**src/rtl/cpu_display_scanner_pkg.sv**
```systemverilog
// Shared definitions for the debug display scanner: view modes and segment codes.
package cpu_display_pkg;

    typedef enum logic [1:0] {
        MODE_REGS    = 2'd0,
        MODE_INSTR   = 2'd1,
        MODE_PCFLAGS = 2'd2,
        MODE_DASH    = 2'd3
    } mode_t;

    // Segment patterns are {g,f,e,d,c,b,a}, active-low.
    localparam logic [6:0] SEG_BLANK = 7'h7F;
    localparam logic [6:0] SEG_DASH  = 7'h3F;

    // Entry n is the pattern for hex digit n (entry 15 listed first).
    localparam logic [15:0][6:0] HEX_SEG_TABLE = {
        7'h0E, 7'h06, 7'h21, 7'h46, 7'h03, 7'h08, 7'h10, 7'h00,
        7'h78, 7'h02, 7'h12, 7'h19, 7'h30, 7'h24, 7'h79, 7'h40
    };

endpackage

```
**src/rtl/cpu_display_scanner_if.sv**
```systemverilog
// Debug-bus and display signals between the Microcontroller/board and the scanner.
interface cpu_display_scanner_if;
    import cpu_display_pkg::*;

    logic        i_ShowR1;
    logic        i_ShowR2;
    logic [7:0]  i_RegShowing1;
    logic [7:0]  i_RegShowing2;
    logic [7:0]  i_PC;
    logic [15:0] i_INSTR;
    logic        i_Z;
    logic        i_S;
    logic        i_C;
    logic        i_OF;
    mode_t       i_MODE;
    logic [6:0]  o_SEG;
    logic        o_DP;
    logic [3:0]  o_AN;
    logic [3:0]  o_LED;
    logic [1:0]  o_VALID;

    modport master (
        output i_ShowR1, i_ShowR2, i_RegShowing1, i_RegShowing2, i_PC, i_INSTR,
               i_Z, i_S, i_C, i_OF, i_MODE,
        input  o_SEG, o_DP, o_AN, o_LED, o_VALID
    );

    modport slave (
        input  i_ShowR1, i_ShowR2, i_RegShowing1, i_RegShowing2, i_PC, i_INSTR,
               i_Z, i_S, i_C, i_OF, i_MODE,
        output o_SEG, o_DP, o_AN, o_LED, o_VALID
    );

endinterface

```
**src/rtl/cpu_display_scanner_hex_to_7seg.sv**
```systemverilog
// Combinational nibble to active-low 7-segment decoder.
module hex_to_7seg
    import cpu_display_pkg::*;
(
    input  logic [3:0] nibble,
    output logic [6:0] seg
);

    assign seg = HEX_SEG_TABLE[nibble];

endmodule

```
**src/rtl/cpu_display_scanner.sv**
```systemverilog
// Captures debug register values and scans them onto a 4-digit 7-segment display.
module cpu_display_scanner
    import cpu_display_pkg::*;
#(
    parameter logic [15:0] SCAN_DIV = 16'd50000
) (
    input  logic                  i_CLK,
    input  logic                  i_RST,
    cpu_display_scanner_if.slave  bus
);

    logic [7:0]  cap1;
    logic [7:0]  cap2;
    logic [1:0]  valid;
    logic [15:0] cnt;
    logic        tick;
    logic [1:0]  idx;
    logic [1:0]  next_idx;
    logic [3:0]  an_q;
    logic [6:0]  seg_q;
    logic        dp_q;
    logic [3:0]  led_q;
    logic [3:0]  nib;
    logic        use_hex;
    logic [6:0]  special;
    logic        dp_next;
    logic [6:0]  hex_seg;
    logic [6:0]  seg_next;

    // Register capture on show strobes; valid bits stay set until reset.
    always_ff @(posedge i_CLK or posedge i_RST) begin
        if (i_RST) begin
            cap1  <= '0;
            cap2  <= '0;
            valid <= '0;
        end else begin
            if (bus.i_ShowR1) begin
                cap1     <= bus.i_RegShowing1;
                valid[0] <= 1'b1;
            end
            if (bus.i_ShowR2) begin
                cap2     <= bus.i_RegShowing2;
                valid[1] <= 1'b1;
            end
        end
    end

    assign tick = (cnt == SCAN_DIV - 16'd1);

    // Digit-slot prescaler, wrapping at SCAN_DIV-1.
    always_ff @(posedge i_CLK or posedge i_RST) begin
        if (i_RST) begin
            cnt <= '0;
        end else if (tick) begin
            cnt <= '0;
        end else begin
            cnt <= cnt + 16'd1;
        end
    end

    assign next_idx = idx + 2'd1;

    // Select the content of the digit that becomes active at the next tick.
    always_comb begin
        nib     = 4'h0;
        use_hex = 1'b1;
        special = SEG_DASH;
        dp_next = 1'b1;
        case (bus.i_MODE)
            MODE_REGS: begin
                case (next_idx)
                    2'd3: begin nib = cap1[7:4]; use_hex = valid[0]; end
                    2'd2: begin nib = cap1[3:0]; use_hex = valid[0]; dp_next = 1'b0; end
                    2'd1: begin nib = cap2[7:4]; use_hex = valid[1]; end
                    default: begin nib = cap2[3:0]; use_hex = valid[1]; end
                endcase
            end
            MODE_INSTR: begin
                case (next_idx)
                    2'd3:    nib = bus.i_INSTR[15:12];
                    2'd2:    nib = bus.i_INSTR[11:8];
                    2'd1:    nib = bus.i_INSTR[7:4];
                    default: nib = bus.i_INSTR[3:0];
                endcase
            end
            MODE_PCFLAGS: begin
                case (next_idx)
                    2'd3:    nib = bus.i_PC[7:4];
                    2'd2:    nib = bus.i_PC[3:0];
                    2'd1:    begin use_hex = 1'b0; special = SEG_BLANK; end
                    default: nib = {bus.i_Z, bus.i_S, bus.i_C, bus.i_OF};
                endcase
            end
            default: use_hex = 1'b0;
        endcase
    end

    hex_to_7seg u_hex (
        .nibble (nib),
        .seg    (hex_seg)
    );

    assign seg_next = use_hex ? hex_seg : special;

    // Advance the digit and load the display outputs only on a tick.
    always_ff @(posedge i_CLK or posedge i_RST) begin
        if (i_RST) begin
            idx   <= 2'd3;
            an_q  <= 4'hF;
            seg_q <= SEG_BLANK;
            dp_q  <= 1'b1;
        end else if (tick) begin
            idx   <= next_idx;
            an_q  <= ~(4'b0001 << next_idx);
            seg_q <= seg_next;
            dp_q  <= dp_next;
        end
    end

    // Flag LEDs follow the ALU flags with one cycle of latency.
    always_ff @(posedge i_CLK or posedge i_RST) begin
        if (i_RST) begin
            led_q <= '0;
        end else begin
            led_q <= {bus.i_Z, bus.i_S, bus.i_C, bus.i_OF};
        end
    end

    assign bus.o_AN    = an_q;
    assign bus.o_SEG   = seg_q;
    assign bus.o_DP    = dp_q;
    assign bus.o_LED   = led_q;
    assign bus.o_VALID = valid;

endmodule

```
**src/flat_wrapper.sv**
```systemverilog
// flat-port wrapper written by rule: the top's interface ports become plain ports
module cpu_display_scanner_flat import cpu_display_pkg::*;
#(
    parameter logic [15:0] SCAN_DIV = 16'd50000
)
  (i_CLK, i_RST, bus_i_ShowR1, bus_i_ShowR2, bus_i_RegShowing1, bus_i_RegShowing2, bus_i_PC, bus_i_INSTR, bus_i_Z, bus_i_S, bus_i_C, bus_i_OF, bus_i_MODE, bus_o_SEG, bus_o_DP, bus_o_AN, bus_o_LED, bus_o_VALID);
  cpu_display_scanner_if bus_i ();
  input  logic i_CLK;
  input  logic i_RST;
  input wire logic [$bits(bus_i.i_ShowR1)-1:0] bus_i_ShowR1;
  input wire logic [$bits(bus_i.i_ShowR2)-1:0] bus_i_ShowR2;
  input wire logic [$bits(bus_i.i_RegShowing1)-1:0] bus_i_RegShowing1;
  input wire logic [$bits(bus_i.i_RegShowing2)-1:0] bus_i_RegShowing2;
  input wire logic [$bits(bus_i.i_PC)-1:0] bus_i_PC;
  input wire logic [$bits(bus_i.i_INSTR)-1:0] bus_i_INSTR;
  input wire logic [$bits(bus_i.i_Z)-1:0] bus_i_Z;
  input wire logic [$bits(bus_i.i_S)-1:0] bus_i_S;
  input wire logic [$bits(bus_i.i_C)-1:0] bus_i_C;
  input wire logic [$bits(bus_i.i_OF)-1:0] bus_i_OF;
  input wire logic [$bits(bus_i.i_MODE)-1:0] bus_i_MODE;
  output wire logic [$bits(bus_i.o_SEG)-1:0] bus_o_SEG;
  output wire logic [$bits(bus_i.o_DP)-1:0] bus_o_DP;
  output wire logic [$bits(bus_i.o_AN)-1:0] bus_o_AN;
  output wire logic [$bits(bus_i.o_LED)-1:0] bus_o_LED;
  output wire logic [$bits(bus_i.o_VALID)-1:0] bus_o_VALID;
  assign bus_i.i_ShowR1 = bus_i_ShowR1;
  assign bus_i.i_ShowR2 = bus_i_ShowR2;
  assign bus_i.i_RegShowing1 = bus_i_RegShowing1;
  assign bus_i.i_RegShowing2 = bus_i_RegShowing2;
  assign bus_i.i_PC = bus_i_PC;
  assign bus_i.i_INSTR = bus_i_INSTR;
  assign bus_i.i_Z = bus_i_Z;
  assign bus_i.i_S = bus_i_S;
  assign bus_i.i_C = bus_i_C;
  assign bus_i.i_OF = bus_i_OF;
  assign bus_i.i_MODE = bus_i_MODE;
  assign bus_o_SEG = bus_i.o_SEG;
  assign bus_o_DP = bus_i.o_DP;
  assign bus_o_AN = bus_i.o_AN;
  assign bus_o_LED = bus_i.o_LED;
  assign bus_o_VALID = bus_i.o_VALID;
  cpu_display_scanner #(.SCAN_DIV(SCAN_DIV)) u_core (.i_CLK(i_CLK), .i_RST(i_RST), .bus(bus_i));
endmodule
```
**config.mk**
```make
export PLATFORM = sky130hd
export DESIGN_NAME = cpu_display_scanner_flat
export DESIGN_NICKNAME = d
export VERILOG_FILES = /design/src/rtl/cpu_display_scanner_pkg.sv /design/src/rtl/cpu_display_scanner_if.sv /design/src/rtl/cpu_display_scanner_hex_to_7seg.sv /design/src/rtl/cpu_display_scanner.sv /design/src/flat_wrapper.sv
export SDC_FILE = /design/constraint.sdc
export NUM_CORES = 1
export LEC_CHECK = 0
export BUFFER_PORTS_ARGS = -buffer_cell sky130_fd_sc_hd__clkbuf_2
export CAP_MARGIN = 20
export CELL_PAD_IN_SITES_DETAIL_PLACEMENT = 0
export CELL_PAD_IN_SITES_GLOBAL_PLACEMENT = 1
export CORE_MARGIN = 4
export CORE_UTILIZATION = 23
export CTS_CLUSTER_DIAMETER = 100
export CTS_CLUSTER_SIZE = 10
export DETAILED_ROUTE_END_ITERATION = 10
export PLACE_DENSITY_LB_ADDON = 0.1
export SLEW_MARGIN = 20
export SYNTH_ARGS = -nofsm -noshare
export SYNTH_HDL_FRONTEND = slang
export SYNTH_SLANG_ARGS = --single-unit
```
**constraint.sdc**
```tcl
create_clock -name i_CLK -period 6.6 [get_ports i_CLK]
set_input_delay 0.33 -clock i_CLK [delete_from_list [all_inputs] [get_ports i_CLK]]
set_output_delay 0.33 -clock i_CLK [all_outputs]
set_load 0.05 [all_outputs]
```
**Yosys cells after proc, flatten, opt, wreduce, memory -nomap -nowiden**

Memories as Yosys holds them, arrays and structs flattened.
Index checks and enable logic that the tools add are counted.

- Flip-flop bits (word level): 52
- Memory bits (read-only): 112
- Bits of input ports: 50
- Memories: 1

Memories:

| memory | words | bits a word | rd ports | clocked after memory_dff | wr ports | RTL line | source |
|---|---|---|---|---|---|---|---|
| (name not given) | 16 | 7 | 1 | 0 | 0 | cpu_display_scanner_hex_to_7seg.sv:9 | `assign seg = HEX_SEG_TABLE[nibble];` |

- Add/subtract/negate cells: 2
- Order comparisons: 1
- Equal/unequal tests: 6
- Shift operators: 1
- Muxes and demuxes: 14
- Bitwise operators: 1
- Reduce and logical (&&, ||, !) cells: 2

Operator list:

| cell | number |
|---|---|
| $pmux W4 S3 | 4 |
| $mux W7 | 4 |
| $add A16 B1 Y16 const B | 1 |
| $eq A16 B16 Y1 const B | 1 |
| $mux W16 | 1 |
| $eq A2 B2 Y1 const B | 3 |
| $lt A4 B5 Y1 const B | 1 |
| $eq A2 B1 Y1 const B | 2 |
| $mux W1 | 4 |
| $not A4 Y4 | 1 |
| $shl A1 B2 Y4 const A | 1 |
| $pmux W1 S3 | 1 |
| $add A2 B1 Y2 const B | 1 |
| $logic_not A2 Y1 | 1 |
| $reduce_or A2 Y1 | 1 |

**Depth between registers and ports, before layout**

Gate-level depths: netlist of run 1.

- Depth in word-level cells: 7
- Depth in mapped cells: 12

**Cells and area by module**

From an unflattened synthesis of run 1, not the netlist that was laid out.

- Cell total of the unflattened synthesis: 263
- Area, all modules: 2786.4 µm²

Modules (own cells, without submodules):

| module | instances | cells an instance | area each (µm²) | seq. area each (µm²) |
|---|---|---|---|---|
| cpu_display_scanner | 1 | 231 | 2511.2 | 1318.8 |
| hex_to_7seg | 1 | 32 | 275.3 | 0.0 |

**Least setup slack after synthesis of run 1**

No wires, ideal clock.

- Path kind: register -> register
- Start: register u_core.idx[1]
- End: register u_core.seg_q[4], in the netlist u_core.bus.o_SEG[4]
- Arrival: 2.524 ns
- Path slack: 3.992 ns
- Cell stages (with the launch flop): 12
- Buffers on the path: 1
- Period minus slack after synthesis: 2.608 ns
- Cell sequence: dfstp_2 > inv_1 > ha_1 > clkbuf_1 > a221oi_1 > o32ai_1 > a31oi_1 > inv_1 > ha_1 > nand2_1 > nor2_1 > o32a_1

- Cells in the longest elaborated chain, start to end: 7
- Elaborated cells between the ends (all ways): 15

Ends and longest elaborated chain:

| what | RTL line | source |
|---|---|---|
| start: declaration | cpu_display_scanner.sv:17 | `logic [1:0] idx;` |
| start signal: assignment | cpu_display_scanner.sv:113 | `idx <= next_idx;` |
| $add A2 B1 Y2 (*) | cpu_display_scanner.sv:61 | `assign next_idx = idx + 2'd1;` |
| $eq A2 B1 Y1 or $eq A2 B2 Y1 (tied branches) | cpu_display_scanner.sv:71, cpu_display_scanner.sv:79, cpu_display_scanner.sv:87 |  |
| $pmux W4 S3 (on tied branches) | cpu_display_scanner.sv:87, cpu_display_scanner.sv:71, cpu_display_scanner.sv:79 |  |
| $pmux W4 S3 | cpu_display_scanner.sv:69 | `case (bus.i_MODE)` |
| $mem_v2 Z16 W7 | -- |  |
| $mux W7 (not written as such) | cpu_display_scanner_hex_to_7seg.sv:9 |  |
| $mux W7 (*) | cpu_display_scanner.sv:103 | `assign seg_next = use_hex ? hex_seg : special;` |
| end signal: assignment | cpu_display_scanner.sv:115 | `seg_q <= seg_next;` |
| end: declaration | cpu_display_scanner.sv:20 | `logic [6:0] seg_q;` |

Every way passes the cells marked *; elsewhere a longest branch is shown, timed or not. The select of a mux whose other input is x is not followed.
A chain may end at the register's enable or synchronous reset.

**Final worst setup path of run 1**

Ends and elaborated chain as after synthesis.

==> results of run 1 <==
==> metrics by stage <==
| step | worst slack (ps) | util [%] | cells | hold slack, ps |
|---|---|---|---|---|
| after floorplan | 3990 | - | 246 | 361 |
| after global placement | 3820 | 27.9 | 448 | 464 |
| after detailed placement | 3750 | 27.9 | 448 | 472 |
| after CTS | 3730 | 29.5 | 456 | 162 |
| after global routing | 3410 | 29.5 | 456 | 166 |
| final | 3770 | 29.5 | 456 | 172 |
==> registers in the layout, summed over array words and instances, names as in the netlist <==
signal / cells
u_core.cap1: 8
u_core.bus.o_VALID: 2
u_core.bus.o_DP: 1
u_core.bus.o_SEG: 7
u_core.idx: 2
u_core.cnt: 16
u_core.bus.o_LED: 4
u_core.cap2: 8
u_core.bus.o_AN: 4
==> per-layer routing <==
metal  up-vias  wire [um]
li1       1011          -
met1       968       3380
met2        55       3460
met3         7        418
met4         0         92
met5         -          0
==> cells in the final DEF, fill, tap and decap left out, types with 3 or more instances in the layout <==
master	n
nand3_1	7
dfstp_2	14
a21oi_1	13
nand2b_1	4
and3_1	3
xnor2_1	6
nand4_1	3
a32oi_1	3
nor2b_1	5
o32ai_1	3
buf_4	3
dfrtp_1	38
a221oi_1	4
a22oi_1	8
nand2_1	14
mux2i_1	10
o21ai_0	5
xor2_1	7
mux2_2	20
nor2_1	23
ha_1	12
inv_1	8
clkbuf_16	5
clkbuf_2	67
==> Yosys cell counts (3+ instances only) <==
cell,n,area share [%]
a21oi_1,13,2.4
a221oi_1,4,1.3
a22oi_1,8,2.2
a32oi_1,3,0.97
and3_1,3,0.69
buf_2,3,0.55
clkbuf_1,7,0.97
dfrtp_1,38,35
dfstp_2,14,14
ha_1,12,5.6
inv_1,9,1.2
mux2_2,20,8.3
mux2i_1,10,3.7
nand2_1,14,1.9
nand2b_1,4,0.92
nand3_1,7,1.3
nand4_1,3,0.69
nor2_1,23,3.2
nor2b_1,5,1.2
o21ai_0,5,0.92
o32ai_1,3,0.97
xnor2_1,6,1.9
xor2_1,7,2.3
==> worst max-delay path: stages (launching register included) <==
cell and delay [ps]:
dfstp_2 560, inv_1 70, ha_1 360, a221oi_1 380, o32ai_1 130, a31oi_1 400
inv_1 160, ha_1 270, nand2_1 90, nor2_1 40, o32a_1 310
==> cell families after synthesis <==
family                   share of synthesized area, %
XOR/XNOR                                         4.21
buffers and inverters                            2.91
AND/OR/NAND/NOR                                  14.4
flip-flops                                       48.8
adder cells (fa/ha/maj)                          5.55
multiplexers                                     12.0
AO/OA/AOI/OAI                                    12.2
==> area by class of cell <==
| cell class | count | share of cell area [%] |
|---|---|---|
| Sequential cell | 52 | 39.0 |
| Multi-Input combinational cell | 174 | 38.7 |
| Inverter | 9 | 1.00 |
| Tap cell | 143 | 5.29 |
| Timing Repair Buffer | 70 | 10.6 |
| Clock buffer | 7 | 4.52 |
| Clock inverter | 1 | 0.889 |
==> worst max path at each step <==
stage	endpoint	slack [ps]	depth (start not counted)
after floorplan	u_core.bus.o_SEG[4]	3990	11
after global placement	u_core.bus.o_SEG[4]	3820	10
after detailed placement	u_core.bus.o_SEG[4]	3750	10
after CTS	u_core.bus.o_SEG[4]	3730	10
after global routing	u_core.bus.o_SEG[4]	3410	10
final	u_core.bus.o_SEG[4]	3770	10
==> report_power, final <==
group	switching, mW	leakage (nW)	internal [mW]	total (mW)
combinational	0.0388	0.849	0.0318	0.0706
sequential	0.00615	0.605	0.330	0.336
clock	0.121	0.0901	0.200	0.321
total	0.166	1.54	0.562	0.728
==> run metrics, run 1 <==
crit path kind flip-flop to flip-flop; Hold Crit Depth 1; Initial DRC Count around 80; fillcell total between 1k and 1.5k; met2 global-route usage 18.6%; post-CTS setup buffer count 0; Die X ~120 um; cts repair resizes 0; Syn Nets between 300 and 400; grt met3 use around 3.5%; worst r2r src u_core.idx[1]; Hold Path Class input port to flip-flop; Initial Util 23.6%; CTS tree done; met1 Track Usage GR 14.9%; core area around 0.011 mm2; CP arrival between 3000 and 4000 ps; Hold-fix buffers, CTS 0; row count 39; required time worst endpoint 6830 ps; GRT Total Usage around 12%; worst skew pair latency ~300 ps; status finished, final reports clean; hold endpoint u_core.bus.o_LED[0]; Post-DP Area 0.00320 mm2; ys async rst share between 90% and 100%; CTS root buf clkbuf_16; First-pass DRT Iterations 4; post-route ant nets 0; CTS Buf Count 5; skew final 9.53 ps; P&R area growth vs syn 24.9%; Post-synth EDFFs 0; r2r endpoint u_core.bus.o_SEG[4]; Synth Instances 246; n_diodes 0; relative slew slack 51.7%; vias in the first global route around 2.2k; crit start category flip-flop; Final setup viols 0; Cell Pwr Density between 200 and 250 mW/mm2; largest net degree at the start of global routing 53; Synth Register Bits 52; DR WL/cell ~16 um; layout cells sized above 1 between 30% and 40%; Post-Syn Area roughly 0.0027 mm2; final instance area about 0.0034 mm2; RSZ-0062 raised after global routing no; Clock Sinks 52; Fin. Hold Viols 0; Static Leakage 1.54 nW; DRC 0; Yosys warning total 0; final net count 374; first-pass GRT wire length between 10000 and 15000 um; Pwr Total between 700 and 800 uW; Main synth FF type dfrtp_1; die height 116 um; hpwl dp between 5000 and 6000 um; setup slack, reg-to-reg ~3800 ps; Multi-input gate area approximately 0.0013 mm2; worst hold start bus_i_OF; global route overflow 0; # H-tree levels 2; detailed-route via count a little over 2k; overall routed net length around 7400 um; period utilization 43.0%; GP Congestion between 0.7 and 0.8; # IOs 68; sequential area share after synthesis 48.8%; CP startpoint u_core.idx[1]; clk buf depth 2; worst IR drop on VDD roughly 0.084 mV; worst slew pin tran approximately 720 ps; reg2reg path depth 10; Die ar. 0.0136 mm2; crit-path max FO 14; clk slew on worst S/H paths roughly 70 ps; I/O Buffers 67; Fmax between 0.3 and 0.4 GHz; initial antenna violation count 0; setup tns final 0 ps; Sequential Area between 0.001 and 0.0015 mm2; CP endpoint kind flip-flop; Avg Synthesized Cell Area around 11 um2; Vias per Instance approximately 4.5; Final min period about 2800 ps; Pins Over Slew Limit 0; number of max-cap violations 0; count of cell types in the netlist 43; GR peak layer met2
No activity file was read; power rests on OpenSTA's default activity.
==> inputs of run 2 (changes only) <==
clock period = 2.3 ns   (was 6.6 ns; I/O delays follow)
==> run metrics, run 2 (synthesis gave the netlist of run 1 again) <==
initial antenna violation count 0 (unchanged); # IOs 68 (unchanged); worst skew pair latency 290 ps (about the same); worst slew pin tran 362 ps (-362 ps); Pins Over Slew Limit 0 (unchanged); final instance area 0.00396 mm2 (+17%); DRC 0 (unchanged); Min Hold Slack 50.9 ps (-121 ps); Die X 116 um (unchanged); overall routed net length 7740 um (+5.3%); Cell Pwr Density 512 mW/mm2 (+140%); Sequential Power Share 47.6% (+1.4 points); Comb power frac 13.9% (+4.2 points); I/O Buffers 67 (unchanged); post-route ant nets 0 (unchanged); most common cell after layout, fill and taps aside clkbuf_2; Die ar. 0.0136 mm2 (unchanged); Vias per Instance 4.46 (-0.44%); Initial Util 23.6% (unchanged); CTS Buf Count 5 (unchanged); Fmax 0.428 GHz (+21%); required time worst endpoint 2520 ps (-4310 ps); CP arrival 2560 ps (-500 ps); RSZ-0062 raised after global routing yes; clk slew on worst S/H paths 70 ps (about the same); core area 0.0115 mm2 (unchanged); failing checks setup timing; layout cells sized above 1 55.2% (+17 points); final net count 409 (+9.4%); Fin. Hold Viols 0 (unchanged); number of max-cap violations 0 (unchanged); first-pass GRT wire length 12300 um (+3.8%); CTS root buf clkbuf_16; skew final 6.87 ps (-2.66 ps); commonest non-fill, non-tap cells in the layout clkbuf_2 (67), dfrtp_1 (38), buf_4 (26), nor2_1 (20), mux2_2 (19); Net Sw Frac 25.0% (+2.1 points); n_diodes 0 (unchanged); max reg flops 16 (unchanged); Final min period 2340 ps (-499 ps); worst IR drop on VDD 0.314 mV (+270%); relative slew slack 75.8% (+24 points); Clock power frac 38.5% (-5.6 points); DR WL/cell 15.8 um (-2.2%); largest registers u_core.cnt: 16 flops, u_core.cap1: 8 flops, u_core.cap2: 8 flops; P&R area growth vs syn 46.4%; Static Leakage 1.74 nW (+13%); GP Congestion 0.736 (+4.5%); crit start category flip-flop; Hold Path Class input port to flip-flop; # H-tree levels 2 (unchanged); Psw 506 uW (+200%); CP endpoint kind flip-flop; period utilization 102% (+59 points); global route overflow 0 (unchanged); First-pass DRT Iterations 4 (unchanged); most flop-heavy register u_core.cnt; crit-path max FO 7 (-7); Initial DRC Count 79 (unchanged); fillcell total 1180 (-1.5%); GRT Total Usage 12.1% (+0.58 points); die height 116 um (unchanged); status finished, violations left; CTS tree done; Final setup viols 3 (+3); row count 39 (unchanged); detailed-route via count 2188 (+7.2%); Post-DP Area 0.00347 mm2 (+8.5%); cell-internal power 1.52 mW (+170%); crit path kind flip-flop to flip-flop; hpwl dp 5790 um (+3.8%); Clock Sinks 52 (unchanged); PnR worst setup slack -36.4 ps (-3800 ps); largest net degree at the start of global routing 53 (unchanged); clk buf depth 2 (unchanged); vias in the first global route 2334 (+5.9%)
-- run 2: cell count changes in the layout (fill, tap and decap cells not counted), moves of 5 or more --
cell and delta:
buf_4 +23, buf_6 +6, ha_4 +8, ha_1 -9, dlygate4sd3_1 +5
-- run 2: cell type report --
class	count	area (um2)	area share (%)
flip-flops and latches	52	1320	33.3
multi-input cells	174	1600	40.5
repair buffers	105	668	16.9
well taps	143	179	4.52
clock inverters	1	7.51	0.190
clock buffers	7	143	3.60
inverters	9	41.3	1.04
-- run 2: path summary, 6_finish.rpt --
kind                                      start             endpoint  slack, ps  cells after the start
min reg2reg                  u_core.bus.o_AN[0]   u_core.bus.o_AN[0]        470                      2
max in group asynchronous                 i_RST  u_core.bus.o_SEG[6]       1600                      4
min                        bus_i_RegShowing1[0]       u_core.cap1[0]         50                      2
min in group asynchronous                 i_RST       u_core.cap1[7]        410                      4
max                               u_core.idx[1]  u_core.bus.o_SEG[3]        -40                     11
max reg2reg                       u_core.idx[1]  u_core.bus.o_SEG[3]        -40                     11
-- run 2: what timing repair did --
| item | CTS | global route |
|---|---|---|
| gates resized for setup | 30 | 17 |
| endpoints found under the hold margin | 42 | 0 |
| pin swaps | 11 | 7 |
| setup buffers | 5 | 0 |
| hold buffers | 5 | 0 |
| endpoints found under the setup margin | 7 | 7 |
| cloned | 0 | 0 |
-- run 2: routing by layer --
layer | up-vias | share of wire (%) | global-route usage (%)
met5 | - | 0 | 0
met4 | 0 | 1.5 | 3.79
met3 | 9 | 4.3 | 2.69
met2 | 48 | 47 | 19.1
met1 | 1047 | 47 | 16.5
li1 | 1084 | - | -
-- run 2: through the flow --
stage,power [mW],setup TNS (ps),setup WS (ps),util [%],instances
global route,2.14,-807,-158,34.5,491
floorplan,1.11,-99.9,-43.3,-,246
finish,2.03,-53.7,-36.4,34.5,491
detailed placement,1.22,-780,-168,30.2,473
CTS,2.05,-96.8,-37.5,33.9,491
global placement,1.22,-805,-209,30.2,473
-- run 2: critical path, stage by stage (launching register included) --
cell and delay (ps):
dfstp_2 570, inv_4 60, ha_4 200, a221oi_2 270
nor3_2 80, a32oi_2 170, o21a_2 250, inv_4 70
ha_4 160, mux2_4 270, o22ai_2 110, a21oi_1 60
-- run 2: power by group through the flow --
stage,registers [mW],clock network (mW),logic [mW]
floorplan,0.988,0,0.120
global placement,0.982,0,0.240
detailed placement,0.981,0,0.239
CTS,0.964,0.815,0.271
global route,0.969,0.858,0.310
finish,0.965,0.780,0.282
==> inputs of run 3 (changes only) <==
ABC_AREA = 1   (was not set)
BUFFER_PORTS_ARGS = not set   (was -buffer_cell sky130_fd_sc_hd__clkbuf_2)
DONT_BUFFER_PORTS = 1   (was not set)
==> run metrics, run 3 <==
row count 40 (+2.6%); Main synth FF type dfrtp_1; period utilization 94.1% (-7.5 points); Psw 603 uW (+19%); Synth area leader dfrtp_1; relative slew slack 66.3% (-9.4 points); global route overflow 0 (unchanged); CP peak stage delay 620 ps (+50 ps); Slowest cell on crit path dfstp_2; n_diodes 0 (unchanged); max reg flops 16 (unchanged); top-area cell type share of the netlist area 32.5% (-2.6 points); number of max-cap violations 0 (unchanged); clk buf depth 2 (unchanged); Post-synth top cells nand2_1 (102), dfrtp_1 (38), nor2_1 (35), inv_1 (28), nand3_1 (27); CP arrival 2400 ps (-160 ps); clk slew on worst S/H paths 80 ps (about the same); worst IR drop on VDD 0.282 mV (-10%); post-route ant nets 0 (unchanged); initial antenna violation count 0 (unchanged); Die X 121 um (+3.7%); overall routed net length 8020 um (+3.6%); Min Hold Slack 26.5 ps (-24.4 ps); most frequent cell after synthesis nand2_1; Post-synth EDFFs 0 (unchanged); CTS root buf clkbuf_16; Synth Instances 350 (+42%); Initial Util 24.0% (+0.37 points); Sequential Power Share 49.5% (+1.9 points); Clock Sinks 52 (unchanged); grt met3 use 5.29% (+2.6 points); # H-tree levels 2 (unchanged); Final min period 2160 ps (-172 ps); cell family with most CP delay flip-flops; most common cell after layout, fill and taps aside nand2_1; crit path kind flip-flop to flip-flop; final net count 459 (+12%); detailed-route via count 2389 (+9.2%); Post-Syn Area 0.00293 mm2 (+8.1%); CP bufs+invs 3 (+1); vias in the first global route 2504 (+7.3%); Hold Path Class input port to flip-flop; required time worst endpoint 2540 ps (+20 ps); Vias per Instance 4.22 (-5.3%); P&R area growth vs syn 31.8%; worst skew pair latency 310 ps (+20 ps); Initial DRC Count 82 (+3.8%); Yosys warning total 0 (unchanged); sequential area share after synthesis 45.1% (-3.7 points); hpwl dp 6220 um (+7.4%); worst slew pin tran 505 ps (+143 ps); GRT Total Usage 11.6% (-0.48 points); Comb power frac 11.7% (-2.2 points); Fin. Hold Viols 0 (unchanged); Synth Register Bits 52 (unchanged); Post-DP Area 0.00324 mm2 (-6.7%); status finished, final reports clean; Most common cell on crit path nand2_2; First-pass DRT Iterations 4 (unchanged); largest net degree at the start of global routing 20 (-62%); crit start category flip-flop; CP endpoint kind flip-flop; count of cell types in the netlist 35 (-19%); Fmax 0.462 GHz (+8.0%); Avg Synthesized Cell Area 8.36 um2 (-24%); ys async rst share 100% (unchanged); Die ar. 0.0146 mm2 (+7.6%); fillcell total 1355 (+15%); Syn Nets 412 (+34%); met2 global-route usage 17.5% (-1.6 points); Final setup viols 0 (-3); GR peak layer met2; Net Sw Frac 28.6% (+3.6 points); largest registers u_core.cnt: 16 flops, u_core.cap1: 8 flops, u_core.cap2: 8 flops; DR WL/cell 14.2 um (-10%); layout cells sized above 1 30.9% (-24 points); core area 0.0122 mm2 (+6.5%); # IOs 68 (unchanged); first-pass GRT wire length 13000 um (+5.2%); I/O Buffers 0 (-100%); Pins Over Slew Limit 0 (unchanged); final instance area 0.00386 mm2 (-2.7%); die height 121 um (+3.7%); Synth area leaders dfrtp_1 (33%), nand2_1 (13%), dfstp_2 (13%); skew final 5.51 ps (-1.36 ps); Clock power frac 38.8% (+0.3 points); met1 Track Usage GR 14.7% (-1.8 points); DRC 0 (unchanged); commonest non-fill, non-tap cells in the layout nand2_1 (90), dfrtp_1 (38), nor2_1 (35), nand3_1 (23), dlygate4sd3_1 (23); CTS Buf Count 5 (unchanged); Static Leakage 1.67 nW (-4.4%); GP Congestion 0.728 (-1.1%); Cell Pwr Density 547 mW/mm2 (+6.9%); CTS tree done; most flop-heavy register u_core.cnt; ordered cell list for the critical path inv_4 > ha_4 > buf_6 > nand2_2 > nand3_2 > nand2_2 > nand2_2 > a21oi_4 > ha_4 > inv_2 > nand2_2 > nand3_2 > nand2_1 > nor2_1 > nor2_1; crit-path max FO 6 (-1); cell-internal power 1.51 mW (-1.0%)
## run 3: changes by cell type in the layout (fill, tap and decap cells not counted), moves of 7 or more
cell / before / now
nand2_1: 13 / 90
clkbuf_2: 67 / 0
nor2_1: 20 / 35
dlygate4sd3_1: 5 / 23
inv_1: 4 / 22
nand2_2: 1 / 17
mux2i_1: 9 / 0
inv_2: 2 / 9
nand3_1: 6 / 23
## run 3: path summary, 6_finish.rpt
kind                                       endpoint  slack, ps  depth (start not counted)           from
worst min register to register        u_core.cnt[0]        460                          1  u_core.cnt[0]
worst max register to register  u_core.bus.o_SEG[3]        140                         15  u_core.idx[1]
min in group asynchronous             u_core.cnt[7]        270                          2          i_RST
worst min-delay path                u_core.bus.o_DP         30                          2  bus_i_MODE[0]
max in group asynchronous             u_core.idx[1]       1360                          3          i_RST
worst max-delay path            u_core.bus.o_SEG[3]        140                         15  u_core.idx[1]
## run 3: layer usage
layer	routed length [um]	up-vias
met4	148	0
met3	679	11
li1	-	1218
met2	3530	60
met5	0	-
met1	3660	1100
## run 3: final cells by class
cell class	count	area, um2	area share [%]
well taps	168	210	5.45
clock inverters	3	28.8	0.746
inverters	35	141	3.67
multi-input cells	256	1610	41.7
clock buffers	5	125	3.24
repair buffers	47	425	11.0
flip-flops and latches	52	1320	34.2
## run 3: logic make-up after synthesis
family	after synthesis	synth area share, %
xor gates and xnor gates	7	2.10
and+or+nand+nor	187	29.0
muxes	16	6.16
AOI/OAI and AO/OA	34	6.89
adders and majority gates	12	5.13
DFF	52	45.1
buffers and inverters	42	5.69
## run 3: what timing repair did
action | CTS | global route
buffers inserted | 0 | 6
endpoints found under the hold margin | 33 | 0
setup endpoints to repair | 6 | 7
hold buffers | 23 | 0
pin swaps | 0 | 16
gates resized for setup | 3 | 47
## run 3: worst register-to-register path: cells and delay by family (launching register included)
kind / cells / cell delay (ps)
AO/OA/AOI/OAI: 1 / 220
adder cells (fa/ha/maj): 2 / 420
AND/OR/NAND/NOR: 9 / 590
flip-flops: 1 / 620
buffers and inverters: 3 / 250
## run 3: power by group through the flow
stage	Sequential (mW)	Combinational, mW	Clock (mW)
6_report	1.04	0.247	0.819
4_1_cts	1.05	0.221	0.862
3_5_place_dp	1.06	0.184	0
3_3_place_gp	1.06	0.187	0
5_1_grt	1.05	0.279	0.905
2_1_floorplan	1.05	0.143	0
## run 3: per-stage QoR
step                power (mW)  worst slack, ps  utilization [%]  std cells  setup TNS (ps)
floorplan                 1.19             51.1                -        350               0
global placement          1.25            -85.5             26.5        529            -294
detailed placement        1.25            -70.7             26.5        529            -241
CTS                       2.13             5.82             29.7        560               0
global route              2.23            -19.4             31.6        566           -19.4
finish                    2.11              136             31.6        566               0
